**src/rtl/vmul_wbqueue.sv**
```systemverilog
// Writeback queue between vector multiply stage 3 and the register-file write arbiter.
// Latency: an entry enqueued at edge N is presented on wb_* in the following cycle. There is no in_* -> wb_* bypass.
// Backpressure: stall is raised from the registered count when the queue is full. Upstream holds in_* until stall drops.
//
// Ports:
//   clk, resetn                      clock, asynchronous active-low reset
//   in_valid/in_result/in_dst/       completed multiply result from stage 3
//   in_dst_we/in_dst_mask
//   flush                            squash every queued entry
//   wb_grant                         arbiter accepts the head entry
//   wb_we/wb_dst/wb_mask/wb_data     head entry presented to the arbiter
//   stall                            queue full
//   chk_reg/chk_hit                  pending-write lookup for hazard interlock
module vmul_wbqueue #(
   parameter int LOG2WIDTH    = 5,
   parameter int LOG2NUMLANES = 4,
   parameter int REGIDWIDTH   = 4,
   parameter int LOG2DEPTH    = 2,
   parameter int WIDTH        = 2**LOG2WIDTH,
   parameter int NUMLANES     = 2**LOG2NUMLANES,
   parameter int DEPTH        = 2**LOG2DEPTH
) (
   input  logic                      clk,
   input  logic                      resetn,
   input  logic                      in_valid,
   input  logic [NUMLANES*WIDTH-1:0] in_result,
   input  logic [REGIDWIDTH-1:0]     in_dst,
   input  logic                      in_dst_we,
   input  logic [NUMLANES-1:0]       in_dst_mask,
   input  logic                      flush,
   input  logic                      wb_grant,
   output logic                      wb_we,
   output logic [REGIDWIDTH-1:0]     wb_dst,
   output logic [NUMLANES-1:0]       wb_mask,
   output logic [NUMLANES*WIDTH-1:0] wb_data,
   output logic                      stall,
   input  logic [REGIDWIDTH-1:0]     chk_reg,
   output logic                      chk_hit
);

   typedef struct packed {
      logic [REGIDWIDTH-1:0]     dst;
      logic [NUMLANES-1:0]       mask;
      logic [NUMLANES*WIDTH-1:0] data;
   } ent_t;

   ent_t                 mem [DEPTH];
   logic [LOG2DEPTH-1:0] head;
   logic [LOG2DEPTH-1:0] tail;
   logic [LOG2DEPTH:0]   count;

   logic in_req;
   logic enq;
   logic deq;

   // A result with no write-enable or no active lane carries no write. It is consumed without taking a slot.
   assign in_req = in_valid & in_dst_we & (|in_dst_mask);

   // stall comes only from registered state. A dequeue at full therefore frees the slot one cycle later.
   assign stall  = (count == (LOG2DEPTH+1)'(DEPTH));
   assign wb_we  = (count != '0);
   assign enq    = in_req & ~stall & ~flush;
   assign deq    = wb_we & wb_grant & ~flush;

   assign wb_dst  = mem[head].dst;
   assign wb_mask = mem[head].mask;
   assign wb_data = mem[head].data;

   always_ff @(posedge clk or negedge resetn) begin
      if (!resetn) begin
         head  <= '0;
         tail  <= '0;
         count <= '0;
      end else if (flush) begin
         head  <= '0;
         tail  <= '0;
         count <= '0;
      end else begin
         if (enq) tail <= tail + LOG2DEPTH'(1);
         if (deq) head <= head + LOG2DEPTH'(1);
         case ({enq, deq})
            2'b10:   count <= count + (LOG2DEPTH+1)'(1);
            2'b01:   count <= count - (LOG2DEPTH+1)'(1);
            default: count <= count;
         endcase
      end
   end

   // Payload storage is not reset. Its contents are only observed while wb_we is high.
   always_ff @(posedge clk) begin
      if (enq) begin
         mem[tail] <= '{dst: in_dst, mask: in_dst_mask, data: in_result};
      end
   end

   // Slot i is live when its distance from head, modulo DEPTH, is below count.
   // The incoming request also counts as pending, so the interlock sees a write one cycle before it lands.
   // A same-cycle flush is ignored here. That only errs on the side of stalling.
   always_comb begin
      logic [LOG2DEPTH-1:0] slot_off;
      slot_off = '0;
      chk_hit  = in_req & (in_dst == chk_reg);
      for (int i = 0; i < DEPTH; i++) begin
         slot_off = LOG2DEPTH'(i) - head;
         if (((LOG2DEPTH+1)'(slot_off) < count) && (mem[i].dst == chk_reg)) begin
            chk_hit = 1'b1;
         end
      end
   end

endmodule

```
**config.mk**
```make
export PLATFORM = sky130hd
export DESIGN_NAME = vmul_wbqueue
export DESIGN_NICKNAME = d
export VERILOG_FILES = /design/src/rtl/vmul_wbqueue.sv
export SDC_FILE = /design/constraint.sdc
export NUM_CORES = 1
export LEC_CHECK = 0
export CORE_AREA = 8 8 415 417
export CTS_CLUSTER_DIAMETER = 150
export CTS_CLUSTER_SIZE = 16
export DETAILED_ROUTE_END_ITERATION = 8
export DIE_AREA = 0 0 423 425
export DONT_BUFFER_PORTS = 1
export GPL_TIMING_DRIVEN = 0
export PLACE_DENSITY = 0.74
export SETUP_SLACK_MARGIN = 0.4
export SLEW_MARGIN = 20
export SYNTH_ARGS = -nofsm -noshare
export SYNTH_HDL_FRONTEND = slang
export SYNTH_SLANG_ARGS = --single-unit
```
**constraint.sdc**
```tcl
create_clock -name clk -period 20.6 [get_ports clk]
set_clock_uncertainty 0.05 [all_clocks]
set_input_delay 3.09 -clock clk [delete_from_list [all_inputs] [get_ports clk]]
set_output_delay 3.09 -clock clk [all_outputs]
set_load 0.005 [all_outputs]
```
# Yosys cells after proc, flatten, opt, wreduce, memory -nomap -nowiden
# Memory sizes are Yosys's and may differ from the RTL's.
# Cells that the tools add are included.
[word_totals]
input_bits = 542
output_inout_bits = 535
n_memories = 1
regBits = 7
ram_bits = 2128
[op_classes]
n_reduce_logical = 9
mux = 12
n_addsub = 8
bitwise_logic = 9
n_eq_ne = 8
magnitude_cmp = 4
[mem_list]
columns = ["memory", "words", "width", "rd", "rd_ports_with_merged_regs", "wr", "line_no", "source"]
rows = [
  ["mem", 4, 532, 5, 0, 1, "47", "ent_t mem [DEPTH];"],
]
[ops]
columns = ["cell", "count"]
rows = [
  ["$eq 4x4->1", 5],
  ["$reduce_or 16->1", 1],
  ["$lt 2x3->1", 4],
  ["$mux 2", 4],
  ["$and 1x1->1", 7],
  ["$mux 1", 6],
  ["$pmux 3 s2", 1],
  ["$reduce_bool 3->1", 2],
  ["$add 2x1->2 const B", 2],
  ["$logic_and 1x1->1", 4],
  ["$reduce_bool 2->1", 2],
  ["$sub 1x2->2 const A", 2],
  ["$sub 2x2->2 const A", 2],
  ["$add 3x1->3 const B", 1],
  ["$eq 3x3->1 const B", 1],
  ["$mux 3", 1],
  ["$sub 3x1->3 const B", 1],
  ["$eq 2x1->1 const B", 1],
  ["$eq 2x2->1 const B", 1],
  ["$not 1->1", 2],
]

# Depth between registers and ports, before layout
[logic_depth]
ltp_word = 7
mapped_depth = 10
depth_no_buf = 7

# Worst setup path after synthesis
# No wires, ideal clock.
[synth_path]
path_kind = "in2reg"
start = "in in_valid"
end = "mem mem[0][0] (netlist bit) (enable)"
arrival_time_ns = 15.657
setup_slack_ns = 3.924
path_stages = 5
cell_sequence = "nand2_1 -> nor2_2 -> nand2_4 -> nor2_1 -> and2_1"
[synth_via]
elab_chain_cells = 6
[synth_rtl]
columns = ["item", "line_no", "source"]
rows = [
  ["start, declared", "25", "input logic in_valid,"],
  ["$and 1x1->1 (2 in a row)", "57", "assign in_req = in_valid & in_dst_we & (|in_dst_mask);"],
  ["$and 1x1->1 (2 in a row)", "62", "assign enq = in_req & ~stall & ~flush;"],
  ["$mux 1", "91", "if (enq) begin"],
  ["$mux 1 (not written as such)", "92", "mem[tail] <= '{dst: in_dst, mask: in_dst_mask, data: in_result};"],
  ["end, declared", "47", ""],
]
# Every way passes these cells.

# Final worst setup path
[layout_path]
start = "in chk_reg[3]"
end = "out chk_hit"
[layout_via]
elab_chain_cells = 6
elab_cells_between_ends = 14
cone_classes = "eq/ne (5); mux (4); bitwise (1); reduce/logical (4)"
[layout_rtl]
columns = ["item", "line_no", "source"]
rows = [
  ["start, declared", "37", "input logic [REGIDWIDTH-1:0] chk_reg,"],
  ["$eq 4x4->1, on equally long branches", "102, 105", ""],
  ["$and 1x1->1 / $logic_and 1x1->1 (equally long branches)", "102, 105", ""],
  ["$mux 1 (3 in a row)", "105", "if (((LOG2DEPTH+1)'(slot_off) < count) && (mem[i].dst == chk_reg)) begin"],
  ["$mux 1 *", "105", ""],
  ["end, declared", "38", "output logic chk_hit"],
]
# Mark *: on every way between the ends. The rest lies on a longest branch, timed or not.

==> flow_summary.yaml <==
clock_network:
  post_cts.repair.setup_buffers: 0
  cts_tree: "yes"
  numCtsBuffers: 151
  h-tree-depth: 4
  insertion_delay_ps: 800
  cts.sinks: 2135
  ctsResizeCount: 0
  cts.clk_slew.worst_paths_ps: 70
  clk_path_buf_depth: 3
  cts.root.buffer_cell: "clkbuf_16"
  cts_hold_buf: 0
routing:
  wl_per_cell_um: 35.1
  routed_wl_mm: 187
  drtIter0Drc: 2897
  dr.pass1.iters: 5
  postRouteAntennaNets: 0
  vias: 32273
  remaining_drc_errors: 0
  via_per_inst: 6.05
global_route:
  grt.total_usage_pct: 20.2
  antenna_found_initial: 5
  grt_pass1_vias: 33441
  grt_pass1_wl_mm: 259
  grt_max_degree: 50
  grt_overflow: 0
layout:
  area_delta_synth_final_pct: 10.7
  layout.nets: 3643
  final_core_util_pct: 51.6
  drive_gt1_share_pct: 27.3
worst_setup_path:
  worstSetupPathType: "input port to primary output"
  r2r_cells: 12
  cp.arrival_ps: 4350
  cp-startpoint: "chk_reg[3]"
  cp-end-kind: "primary output"
  worstSetupStartpointType: "input port"
  timing.rr.start: "count[2]"
  critPathRequiredTime_ps: 17460
  cp_max_fo: 5
power_and_ir_drop:
  p_leak_nw: 25.4
  swShare_pct: 25.1
  clockPowerShare_pct: 29.6
  switching_power_mw: 2.32
  pwr-share-seq_pct: 53.3
  ir_drop_v: 0.000101
  p_int_mw: 6.90
  power_frac_comb_pct: 17.1
  power_density_mw_per_mm2: 108
floorplan:
  dieArea_mm2: 0.180
  start_util_pct: 46.6
  fp.dieH_um: 425
  num_rows: 150
  fp.dieW_um: 423
  fp.coreArea_mm2: 0.166
  ioPinCount: 1077
synthesis:
  syn_area_mm2: 0.0774
  ys_seq_area_share_pct: 82.8
  ys_seq_elements: 2135
  syn_avg_cell_area_um2: 26.8
  ys_top_cells_by_area: "edfxtp_1 83%, mux4_2 15%, buf_2 0.50%"
  yosysWarningCount: 0
  yosysTopAreaCellShare_pct: 82.6
  synth_cell_types: 39
  syn_nets: 3434
  synth_cells: 2883
  synth_top_area_cell: "edfxtp_1"
job:
  maxCapViolCount: 0
min_path:
  min_path_cells: 2
  holdCritStartpoint: "tail[1]"
  hp-class: "flip-flop to flip-flop"
sta:
  post-route-min-period_ps: 7490
  tns_ps: 0
  finalSetupViolCount: 0
  final_max_slew_viol_count: 0
  tightest_slew_ps: 992
  fin_crit_sh_pct: 36.3
  hold_violations: 0
  rsz0062_at_grt: "no"
  max_slew_margin_pct: 33.8
  fmax_ghz: 0.134
place:
  portBuffers: 0
  gp_congestion: 0.814
  dp_hpwl_mm: 131
run_status:
  status: "completed"
[flip-flops by register name (all words and copies together), names as in the netlist]
register / flops
mem: 2128
count: 3
head: 2
tail: 2
[through the flow]
stage / total power [mW] / worst slack [ps] / hold slack (ps) / std cells / cell area (µm²)
floorplan: 6.13 / 3920 / 492 / 2883 / 77400
global placement: 6.70 / -5780 / 529 / 5087 / 80100
detailed placement: 6.62 / 13140 / 577 / 5143 / 81500
CTS: 9.32 / 13120 / 587 / 5322 / 85600
global route: 9.51 / 13050 / 615 / 5334 / 85600
finish: 9.21 / 13110 / 588 / 5334 / 85600
[synth_stat cells]
master,number
or4_1,1
clkbuf_1,20
nand2_4,1
a211oi_1,1
inv_1,5
mux4_2,532
nand2_1,2
nand2b_1,1
nand3_1,1
nor4_1,6
a21oi_1,5
o21ai_0,3
nor4_2,4
fa_1,1
a211o_1,1
mux2i_1,1
xnor2_1,3
and3_1,1
and2_1,4
nand2_2,1
nand4_2,1
nor4bb_1,2
a41o_1,1
dfrtp_1,7
buf_1,24
nor2_2,1
xor2_1,21
ha_1,8
nor3b_2,1
nor2_1,7
a2111oi_0,1
xnor3_1,1
a21o_1,1
buf_4,3
or3_1,1
o21ai_1,1
edfxtp_1,2128
nand4_1,2
buf_2,78
[worst max-delay path, stage by stage]
cell	delay [ps]
clkbuf_1	270
xor2_1	120
nor4_1	380
o21ai_0	140
nand4_1	170
a41o_1	170
[cell usage in the layout (no fill, tap or decap), types with 12 or more instances in the layout]
cell type / n
clkbuf_1: 30
xor2_1: 21
buf_16: 30
edfxtp_1: 2128
buf_2: 78
mux4_2: 532
clkbuf_16: 151
diode_2: 12
buf_12: 26
buf_1: 24
[metal layers]
metal	wire (µm)	GRT usage, %	vias to the layer above	part of all wire, %
li1	-	-	12865	-
met1	58100	21.3	17330	31
met2	98900	35.4	1754	53
met3	21500	8.71	324	12
met4	8480	8.40	0	4.5
met5	0	0	-	0
[final timing paths]
kind,endpoint,slack [ps]
setup / recovery,chk_hit,13110
hold / removal,tail[1],590
setup reg to reg,mem[0][384],16460
hold reg to reg,tail[1],590
max in group asynchronous,tail[0],18490
min in group asynchronous,count[2],1920
[logic make-up (layout without fill, tap and decap cells)]
family | count (synthesis) | after routing | share of synthesized area (%)
xor gates and xnor gates | 25 | 25 | 0.301
and+or+nand+nor | 37 | 37 | 0.335
AOI/OAI and AO/OA | 14 | 14 | 0.113
DFF | 2135 | 2135 | 82.8
adders and majority gates | 9 | 9 | 0.155
muxes | 533 | 533 | 15.5
other | 0 | 12 | 0
buffers and inverters | 130 | 365 | 0.771
[power groups by stage]
stage	logic, mW	clock network, mW	registers, mW
4_1_cts	1.63	2.79	4.91
5_1_grt	1.67	2.93	4.91
2_1_floorplan	1.07	0	5.06
3_5_place_dp	1.61	0	5.00
3_3_place_gp	1.59	0	5.11
6_report	1.58	2.73	4.91
[cell type report]
class                   count  area, µm²
inverters                   5       18.8
multi-input cells         618      12700
clock buffers             163       3820
flip-flops and latches   2135      64100
well taps                2204       2760
fillers                 12252      80300
clock inverters            16        303
repair buffers             56       1350
plain buffers             125        581
diodes                     12       30.0
Note: power is estimated with default switching activity, not from simulation.
